--- config.mk ---
export PLATFORM = sky130hd
export DESIGN_NAME = muldiv_unit
export DESIGN_NICKNAME = d
export VERILOG_FILES = /design/src/rtl/muldiv_pkg.sv /design/src/rtl/muldiv_div_step.sv /design/src/rtl/muldiv_unit.sv
export SDC_FILE = /design/constraint.sdc
export NUM_CORES = 2
export LEC_CHECK = 0
export BUFFER_PORTS_ARGS = -buffer_cell sky130_fd_sc_hd__buf_4
export CAP_MARGIN = 15
export CORE_UTILIZATION = 30
export CTS_CLUSTER_DIAMETER = 200
export DETAILED_ROUTE_END_ITERATION = 10
export HOLD_SLACK_MARGIN = 0.15
export SLEW_MARGIN = 5
export SYNTH_ARGS = -nofsm -noshare
export SYNTH_HDL_FRONTEND = slang
export SYNTH_HIERARCHICAL = 1
export SYNTH_SLANG_ARGS = --single-unit
--- constraint.sdc ---
create_clock -name clk -period 8.76 [get_ports clk]
set_clock_uncertainty 0.1 [all_clocks]
set_input_delay 0.438 -clock clk [delete_from_list [all_inputs] [get_ports clk]]
set_output_delay 0.438 -clock clk [all_outputs]
set_load 0.005 [all_outputs]
--- src/rtl/muldiv_pkg.sv ---
// muldiv_pkg: op encodings, FSM state type and special-case results for muldiv_unit.
package muldiv_pkg;
  localparam logic [2:0] OP_MUL    = 3'd0;
  localparam logic [2:0] OP_MULH   = 3'd1;
  localparam logic [2:0] OP_MULHSU = 3'd2;
  localparam logic [2:0] OP_MULHU  = 3'd3;
  localparam logic [2:0] OP_DIV    = 3'd4;
  localparam logic [2:0] OP_DIVU   = 3'd5;
  localparam logic [2:0] OP_REM    = 3'd6;
  localparam logic [2:0] OP_REMU   = 3'd7;
  typedef enum logic [1:0] {S_IDLE, S_BUSY, S_DONE} state_t;
  localparam logic [63:0] DIVZ_QUO = '1;
  localparam logic [63:0] OVF_REM  = '0;
endpackage

--- src/rtl/muldiv_div_step.sv ---
// muldiv_div_step: one restoring-divide iteration (shift in dividend bit, trial subtract).
module muldiv_div_step #(
  parameter int XLEN = 64
) (
  input  logic [XLEN-1:0] i_rem,
  input  logic            i_bit,
  input  logic [XLEN-1:0] i_div,
  output logic [XLEN-1:0] o_rem,
  output logic            o_q
);
  import muldiv_pkg::*;
  logic [XLEN:0]   w_sh;
  logic [XLEN-1:0] w_diff;
  assign w_sh   = {i_rem, i_bit};
  assign w_diff = w_sh[XLEN-1:0] - i_div;
  assign o_q    = w_sh >= {1'b0, i_div};
  assign o_rem  = o_q ? w_diff : w_sh[XLEN-1:0];
endmodule

--- src/rtl/muldiv_unit.sv ---
// muldiv_unit: multi-cycle RV M-extension multiply/divide with valid/ready handshake.
// Define MULDIV_FAST_MUL_EN for a single-cycle wide multiplier (divide stays iterative).
module muldiv_unit #(
  parameter int XLEN  = 64,
  parameter int TAG_W = 5
) (
  input  logic             clk,
  input  logic             rst,
  input  logic             flush,
  input  logic             in_valid,
  output logic             in_ready,
  input  logic [2:0]       in_op,
  input  logic             in_w,
  input  logic [XLEN-1:0]  in_src1,
  input  logic [XLEN-1:0]  in_src2,
  input  logic [TAG_W-1:0] in_tag,
  output logic             out_valid,
  input  logic             out_ready,
  output logic [XLEN-1:0]  out_res,
  output logic [TAG_W-1:0] out_tag
);
  import muldiv_pkg::*;
  localparam int CW = $clog2(XLEN + 1);
  state_t            r_state;
  logic [XLEN-1:0]   r_rem, r_quo, r_b, r_res;
  logic [CW-1:0]     r_cnt;
  logic [2:0]        r_op;
  logic              r_w, r_neg, r_skip, r_hi;
  logic [TAG_W-1:0]  r_tag;
  logic              w_w, w_mulw, w_s1, w_s2, w_n1, w_n2, w_zero, w_ovf, w_spec, w_ld_skip, w_dq, w_inc;
  logic signed [31:0] w_lo1, w_lo2, w_vlo;
  logic [XLEN-1:0]   w_x1, w_x2, w_m1, w_m2, w_min, w_spec_res, w_ld_rem, w_ld_quo, w_ld_b;
  logic [XLEN-1:0]   w_drem, w_rn, w_qn, w_sel, w_v, w_fin;
  logic [XLEN:0]     w_sum;
  assign w_w    = in_w && (XLEN == 64);
  assign w_mulw = w_w && !in_op[2];
  assign w_s1   = !w_mulw && (in_op == OP_MULH || in_op == OP_MULHSU || in_op == OP_DIV || in_op == OP_REM);
  assign w_s2   = !w_mulw && (in_op == OP_MULH || in_op == OP_DIV || in_op == OP_REM);
  assign w_lo1  = in_src1[31:0];
  assign w_lo2  = in_src2[31:0];
  assign w_x1   = !w_w ? in_src1 : w_s1 ? XLEN'(w_lo1) : XLEN'(in_src1[31:0]);
  assign w_x2   = !w_w ? in_src2 : w_s2 ? XLEN'(w_lo2) : XLEN'(in_src2[31:0]);
  assign w_n1   = w_s1 & w_x1[XLEN-1];
  assign w_n2   = w_s2 & w_x2[XLEN-1];
  assign w_m1   = w_n1 ? -w_x1 : w_x1;
  assign w_m2   = w_n2 ? -w_x2 : w_x2;
  // Most negative value at the op's width, already sign-extended to XLEN
  assign w_min  = w_w ? {XLEN{1'b1}} << 31 : {XLEN{1'b1}} << (XLEN - 1);
  assign w_zero = w_x2 == '0;
  assign w_ovf  = w_s2 && w_x1 == w_min && w_x2 == '1;
  assign w_spec = in_op[2] && (w_zero || w_ovf);
  assign w_spec_res = w_zero ? (in_op[1] ? (w_w ? XLEN'(w_lo1) : in_src1) : XLEN'(DIVZ_QUO))
                             : (in_op[1] ? XLEN'(OVF_REM) : w_min);
`ifdef MULDIV_FAST_MUL_EN
  logic [2*XLEN-1:0] w_prod;
  assign w_prod = ((2*XLEN)'(w_m1) * (2*XLEN)'(w_m2)) << (w_w ? 32 : 0);
`endif
  // W divides pre-shift the dividend so 32 iterations consume exactly its bits
  always_comb begin
    w_ld_skip = w_spec;
    w_ld_rem  = w_spec ? w_spec_res : '0;
    w_ld_quo  = !in_op[2] ? w_m2 : w_w ? w_m1 << (XLEN - 32) : w_m1;
    w_ld_b    = in_op[2] ? w_m2 : w_m1;
`ifdef MULDIV_FAST_MUL_EN
    if (!in_op[2]) begin
      w_ld_skip = 1'b1;
      {w_ld_rem, w_ld_quo} = w_prod;
    end
`endif
  end
  muldiv_div_step #(.XLEN(XLEN)) u_step (
    .i_rem(r_rem), .i_bit(r_quo[XLEN-1]), .i_div(r_b), .o_rem(w_drem), .o_q(w_dq)
  );
  assign w_sum = {1'b0, r_rem} + (r_quo[0] ? {1'b0, r_b} : '0);
  assign w_rn  = r_skip ? r_rem : r_op[2] ? w_drem : w_sum[XLEN:1];
  assign w_qn  = r_skip ? r_quo : r_op[2] ? {r_quo[XLEN-2:0], w_dq} : {w_sum[0], r_quo[XLEN-1:1]};
  assign w_sel = r_op[2] ? (r_op[1] ? w_rn : w_qn) : r_hi ? w_rn : r_w ? w_qn >> (XLEN - 32) : w_qn;
  // Negating a 2*XLEN product: high half carries in only when the low half is zero
  assign w_inc = (!r_op[2] && r_hi) ? (w_qn == '0) : 1'b1;
  assign w_v   = r_neg ? ~w_sel + XLEN'(w_inc) : w_sel;
  assign w_vlo = w_v[31:0];
  assign w_fin = (r_skip && r_op[2]) ? r_rem : r_w ? XLEN'(w_vlo) : w_v;
  always_ff @(posedge clk) begin
    if (rst) begin
      r_state <= S_IDLE;
      r_res   <= '0;
      r_tag   <= '0;
      r_cnt   <= '0;
    end else if (flush) begin
      r_state <= S_IDLE;
    end else if (r_state == S_IDLE) begin
      if (in_valid) begin
        r_state <= S_BUSY;
        r_op    <= in_op;
        r_w     <= w_w;
        r_tag   <= in_tag;
        r_rem   <= w_ld_rem;
        r_quo   <= w_ld_quo;
        r_b     <= w_ld_b;
        r_skip  <= w_ld_skip;
        r_neg   <= (in_op[2] && in_op[1]) ? w_n1 : w_n1 ^ w_n2;
        r_hi    <= !in_op[2] && in_op[1:0] != 2'd0 && !w_w;
        r_cnt   <= w_ld_skip ? CW'(1) : w_w ? CW'(32) : CW'(XLEN);
      end
    end else if (r_state == S_BUSY) begin
      r_rem <= w_rn;
      r_quo <= w_qn;
      r_cnt <= r_cnt - CW'(1);
      if (r_skip || r_cnt == CW'(1)) begin
        r_res   <= w_fin;
        r_state <= S_DONE;
      end
    end else if (out_ready) begin
      r_state <= S_IDLE;
    end
  end
  assign in_ready  = r_state == S_IDLE;
  assign out_valid = r_state == S_DONE;
  assign out_res   = r_res;
  assign out_tag   = r_tag;
endmodule

After elaboration in Yosys (flattened, before gate mapping):

Cells that the tools add are included.
Widths: inputs -> output; s select.

* register bits after elaboration: 277
* input port bits: 142
* output and inout port bits: 71

* $add $sub $neg: 6
* magnitude comparators: 1
* eq/ne operators: 11
* mux-type cells: 46
* bitwise operators: 7
* reduce and logical (&&, ||, !) cells: 35

Operators by type and width (number)
* $mux 64: 33
* $logic_not 64->1: 2
* $neg 64->64: 2
* $add 64x64->65: 1
* $ge 65x64->1: 1
* $add 64x1->64: 1
* $eq 64x64->1: 1
* $eq 64x64->1 const B: 1
* $not 64->64: 1
* $sub 64x64->64: 1
* $mux 63: 1
* $mux 7: 5
* $reduce_and 4->1: 3
* $logic_and 1x1->1: 11
* $mux 2: 5
* $reduce_and 3->1: 3
* $eq 7x1->1 const B: 1
* $logic_or 1x1->1: 7
* $sub 7x1->7 const B: 1
* $eq 3x3->1 const B: 2
* $logic_not 1->1: 4
* $reduce_bool 2->1: 2
* $eq 3x1->1 const B: 1
* $eq 3x2->1 const B: 1
* other kinds (11): 15

Depth between registers and ports, before layout:

* depth in word-level cells: 15
* gate-level depth with buffers: 34
* gate-level depth less buffers: 30

Hierarchy:

The synthesis kept the hierarchy.

By module, submodules not included
* muldiv_unit: times used 1, cells an instance 3930, area an instance 29151.7 um2
* muldiv_div_step: times used 1, cells an instance 718, area an instance 5370.2 um2

Worst setup path before layout:

No wires, ideal clock.

* path kind: input to register
* start: in rst
* end: reg r_quo[0] (enable)
* arrival: 6.167 ns
* required time: 8.043 ns
* setup slack: 1.876 ns
* stages on the path: 3
* path buffers: 2
* cell sequence: buf_1 > clkbuf_1 > nor2_1

* longest elaborated chain between the ends: 2

Ends and longest elaborated chain
* start: declaration: RTL line muldiv_unit.sv:8 `input logic rst,`
* $not 1->1 (no line)
* $reduce_and 4->1 (no line)
* end signal: assignment: RTL line muldiv_unit.sv:98 `r_quo <= w_ld_quo;`
* end signal: assignment: RTL line muldiv_unit.sv:107 `r_quo <= w_qn;`
* end: declaration: RTL line muldiv_unit.sv:25 `logic [XLEN-1:0] r_rem, r_quo, r_b, r_res;`

No other way between the ends.
A chain may end at the register's enable or synchronous reset.

Worst setup path after layout:

* start: reg r_rem[32]
* end: reg r_res[42], in the netlist out_res[42]

* longest elaborated chain between the ends: 11

Ends and longest elaborated chain
* start: declaration: RTL line muldiv_unit.sv:25
* start signal: assignment: RTL line muldiv_unit.sv:97 `r_rem <= w_ld_rem;`
* start signal: assignment: RTL line muldiv_unit.sv:106 `r_rem <= w_rn;`
* $ge 65x64->1 (*): RTL line muldiv_div_step.sv:16 `assign o_q = w_sh >= {1'b0, i_div};`
* named net w_dq: RTL line muldiv_unit.sv:30 `logic w_w, w_mulw, w_s1, w_s2, w_n1, w_n2, w_zero, w_ovf, w_spec, w_ld_skip, w_dq, w_inc;`
* $mux 64 (*): RTL line muldiv_div_step.sv:17 `assign o_rem = o_q ? w_diff : w_sh[XLEN-1:0];`
* named net w_drem[2]: RTL line muldiv_unit.sv:33 `logic [XLEN-1:0] w_drem, w_rn, w_qn, w_sel, w_v, w_fin;`
* $mux 64 (*) (2 in a row): RTL line muldiv_unit.sv:75 `assign w_rn = r_skip ? r_rem : r_op[2] ? w_drem : w_sum[XLEN:1];`
* $mux 64: RTL line muldiv_unit.sv:77 `assign w_sel = r_op[2] ? (r_op[1] ? w_rn : w_qn) : r_hi ? w_rn : r_w ? w_qn >> (XLEN - 32) : w_qn;`
* $mux 64 (*): RTL line muldiv_unit.sv:77
* $not 64->64 (*): RTL line muldiv_unit.sv:80 `assign w_v = r_neg ? ~w_sel + XLEN'(w_inc) : w_sel;`
* $add 64x1->64 (*): RTL line muldiv_unit.sv:80
* $mux 64 (*): RTL line muldiv_unit.sv:80
* $mux 64 (*) (2 in a row): RTL line muldiv_unit.sv:82 `assign w_fin = (r_skip && r_op[2]) ? r_rem : r_w ? XLEN'(w_vlo) : w_v;`
* end signal: assignment: RTL line muldiv_unit.sv:110 `r_res <= w_fin;`
* end: declaration: RTL line muldiv_unit.sv:25

The timed path passes the listed nets; every way through them passes the cells marked *.

==> impl_results.rst <==
.. list-table::
   :header-rows: 1

   * - Metric
     - Value
   * - VDD IR-drop max
     - about 0.11 mV
   * - Fill cell instance count of the final layout
     - 12.4k
   * - Post-route clock period utilization
     - 0.937
   * - Number of DRC violations after detailed routing
     - 0
   * - Drt first pass iters
     - 7
   * - Rel. slew slack
     - 0.133
   * - Number of enable flip-flop cells after synthesis
     - between 150 and 200
   * - Synthesized flop and latch total
     - between 200 and 300
   * - Per-cell via count in the routed design
     - 6.29
   * - Global-route total usage across every layer
     - 0.313
   * - Routed WL
     - approximately 190 mm
   * - Dominant register cell in the synthesized netlist
     - sky130_fd_sc_hd__edfxtp_1
   * - Die extent in x
     - 341 um
   * - RSZ-0062 raised after global routing
     - no
   * - Full die area
     - 0.116 mm^2
   * - Routability congestion estimate from global placement
     - around 1.1
   * - Period minus WS final
     - a little over 8 ns
   * - Post-synth top area share
     - 0.172
   * - Distinct cell type count of the synthesized netlist
     - 137
   * - Number of global-route vias before repair
     - about 36k
   * - Accumulated negative setup slack
     - 0 ns
   * - Kind of path behind the tightest hold check
     - input pin to flop
   * - First-pass GRT wire length
     - ~270 mm
   * - Endpoint kind of the worst setup timing path
     - flop
   * - Final setup viols
     - 0
   * - Worst-case setup slack after placement
     - between 0.7 and 0.8 ns
   * - Cell with the most instances after synthesis
     - sky130_fd_sc_hd__nand2_1
   * - Max-cap violations
     - 0
   * - Effective utilization at floorplan
     - 0.302
   * - Average wire per standard cell
     - 30.4 um
   * - Number of clock sinks
     - about 280
   * - H-tree levels
     - 2
   * - Die boundary height
     - 341 um
   * - Post-synth top area cell
     - sky130_fd_sc_hd__edfxtp_1
   * - Fraction of final layout cells sized beyond drive strength 1
     - 0.126
   * - Leak pwr
     - ~15 nW
   * - Post-detailed-route count of antenna-violating nets
     - 0
   * - Warnings from Yosys
     - 6
   * - Synth area leaders
     - sky130_fd_sc_hd__edfxtp_1 17%, sky130_fd_sc_hd__a21oi_1 6.5%, sky130_fd_sc_hd__o21ai_0 5.9%, sky130_fd_sc_hd__nand2_1 5.6%, sky130_fd_sc_hd__nor2_1 5.0%
   * - Cells resized by post-CTS repair
     - 0
   * - Number of nets produced by synthesis
     - roughly 5k
   * - Critical path peak fanout
     - 11
   * - Maximum count of clock buffers along a single path
     - 3
   * - Via count of the routed design
     - roughly 40k
   * - Row count
     - between 100 and 150
   * - Largest net degree at the start of global routing
     - between 150 and 200
   * - Critical path type
     - flop to flop
   * - Instance count of the mapped netlist
     - ~4.6k
   * - Number of violations reported at the end of detailed-routing iteration 0
     - about 5.8k
   * - Critical Path RT
     - just over 9 ns
   * - Std-Cell Core Area
     - 0.114 mm^2
   * - Number of pins with negative max-slew slack in the final report
     - 0
   * - Cell Area, Synth
     - 0.0345 mm^2
   * - Outcome
     - finished clean
   * - I/O pins
     - 213
   * - Post-layout power
     - 4.68 mW
   * - Worst-margin pin slew
     - approximately 1.3 ns
   * - Placed wire-length estimate after detailed placement
     - approximately 150 mm
   * - CTS Buf Count
     - 38
   * - Initial antenna violation count
     - 4
   * - Number of buffers added on ports
     - around 210
   * - Clk pin slew, worst setup/hold paths
     - 0.06 ns
   * - Power density over the cells
     - about 120 mW/mm^2
   * - Startpoint kind of the worst setup timing path
     - flop
   * - Root buf cell
     - sky130_fd_sc_hd__clkbuf_16
   * - Synthesized area per cell
     - 7.43 um^2
   * - Setup slack after layout
     - 0.551 ns
   * - Leading cell types by count after synthesis
     - 516 x sky130_fd_sc_hd__nand2_1, 457 x sky130_fd_sc_hd__nor2_1, 448 x sky130_fd_sc_hd__a21oi_1, 409 x sky130_fd_sc_hd__o21ai_0, 209 x sky130_fd_sc_hd__clkbuf_1
   * - Congestion Overflow GR
     - 0
   * - Worst Path Arrival
     - ~8.5 ns
   * - Clock insertion delay at the later pin of the skew report
     - roughly 0.60 ns
   * - Post-synth ARST share
     - 0
   * - FMAX
     - between 0.1 and 0.15 GHz
   * - Layout overhead on the synthesized area
     - 12.5%
   * - Final Net Count
     - between 4k and 5k
   * - Final hold viol count
     - 0
   * - Sequential fraction of the synthesis area
     - 0.217
   * - Clock tree from TritonCTS
     - done
==> flip-flops by register name (all words and copies together) (netlist names) <==
register,flops
r_skip,1
r_quo,64
out_tag,5
r_cnt,7
out_res,64
r_b,64
r_rem,64
r_op,2
r_state,2
r_neg,1
r_hi,1
r_w,1
==> worst paths after layout <==
kind	from	depth (start not counted)	slack (ns)	end
setup / recovery	r_rem[32]	25	0.55	out_res[42]
hold / removal	in_src2[17]	3	0.18	r_b[17]
setup reg to reg	r_rem[32]	25	0.55	out_res[42]
hold reg to reg	out_res[1]	2	0.36	out_res[1]
==> report_power, final <==
part / internal [mW] / switching, mW
sequential: 1.46 / 0.0589
combinational: 0.539 / 1.05
clock: 0.867 / 0.712
total: 2.87 / 1.82
==> cell families after synthesis <==
family                   share of synthesized area
XOR/XNOR                                    0.0655
multiplexers                                0.0743
buffers and inverters                       0.0601
AO/OA/AOI/OAI                                0.295
adder cells (fa/ha/maj)                     0.0501
flip-flops                                   0.217
AND/OR/NAND/NOR                              0.238
==> layout make-up <==
class / instances / area, um^2 / share of cell area
Timing Repair Buffer: 350 / 2720 / 0.0700
Clock buffer: 47 / 1020 / 0.0262
Antenna cell: 7 / 17.5 / 0.000451
Tap cell: 1512 / 1890 / 0.0487
Inverter: 129 / 489 / 0.0126
Sequential cell: 276 / 7510 / 0.193
Multi-Input combinational cell: 3921 / 25000 / 0.644
Clock inverter: 23 / 190 / 0.00490
==> layer usage <==
| layer | vias to the layer above | share of wire | global-route usage |
|---|---|---|---|
| met5 | - | 0 | 0 |
| met4 | 0 | 0.062 | 0.167 |
| met3 | 376 | 0.11 | 0.0579 |
| met2 | 2613 | 0.41 | 0.449 |
| met1 | 19069 | 0.43 | 0.441 |
| li1 | 17355 | - | - |
==> timing repair <==
| item | CTS | global route |
|---|---|---|
| hold endpoints to repair | 17 | 0 |
| hold buffers | 21 | 0 |
| setup buffers | 0 | 0 |
==> metrics by stage <==
step                instances  hold slack (ns)   util  cell area, um^2
CTS                      6258            0.151  0.340            38800
global route             6259            0.185  0.340            38800
finish                   6265            0.176  0.340            38800
global placement         6167            0.344  0.328            37400
floorplan                4648            0.348      -            34500
detailed placement       6167            0.348  0.328            37400
==> worst max-delay path, stage by stage, from the launching register on <==
cell,delay (ns)
sky130_fd_sc_hd__edfxtp_1,0.52
sky130_fd_sc_hd__ha_1,0.54
sky130_fd_sc_hd__nand4_1,0.20
sky130_fd_sc_hd__or4_4,0.57
sky130_fd_sc_hd__o221a_1,0.24
sky130_fd_sc_hd__o31a_1,0.14
sky130_fd_sc_hd__a211oi_4,0.28
sky130_fd_sc_hd__nor4_4,0.12
sky130_fd_sc_hd__a31oi_4,0.18
sky130_fd_sc_hd__o221ai_2,0.18
sky130_fd_sc_hd__o21bai_4,0.63
sky130_fd_sc_hd__mux2_2,0.41
sky130_fd_sc_hd__o22a_1,0.19
sky130_fd_sc_hd__a41oi_1,0.22
sky130_fd_sc_hd__a2111oi_1,0.14
sky130_fd_sc_hd__nor3_2,0.40
sky130_fd_sc_hd__or3b_4,0.48
sky130_fd_sc_hd__nor4_4,0.41
sky130_fd_sc_hd__nand4_2,0.25
sky130_fd_sc_hd__o31ai_1,0.33
sky130_fd_sc_hd__xor2_1,0.53
sky130_fd_sc_hd__or2_1,0.22
sky130_fd_sc_hd__and2_1,0.39
sky130_fd_sc_hd__o21ai_1,0.13
sky130_fd_sc_hd__o211ai_1,0.12
sky130_fd_sc_hd__a21oi_1,0.09
==> cell usage in the layout, fill, tap and decap left out, drive strengths merged, types with 33 or more instances in the layout <==
master and count:
a21o 79, xor2 119, a21oi 455, buf 329, nor3 127, o21bai 33
and2 90, o21a 48, dfxtp 78, nor2 461, a211oi 66, nand3 101
nand4 95, xnor2 139, nor2b 53, mux2 100, o21ai 443, nor4 37
o31ai 48, ha 135, inv 129, edfxtp 198, o22ai 67, o211ai 95
a31oi 37, nand2 517, clkbuf 47, mux2i 118, nand2b 35, or3 48
Note: power is estimated with default switching activity, not from simulation.
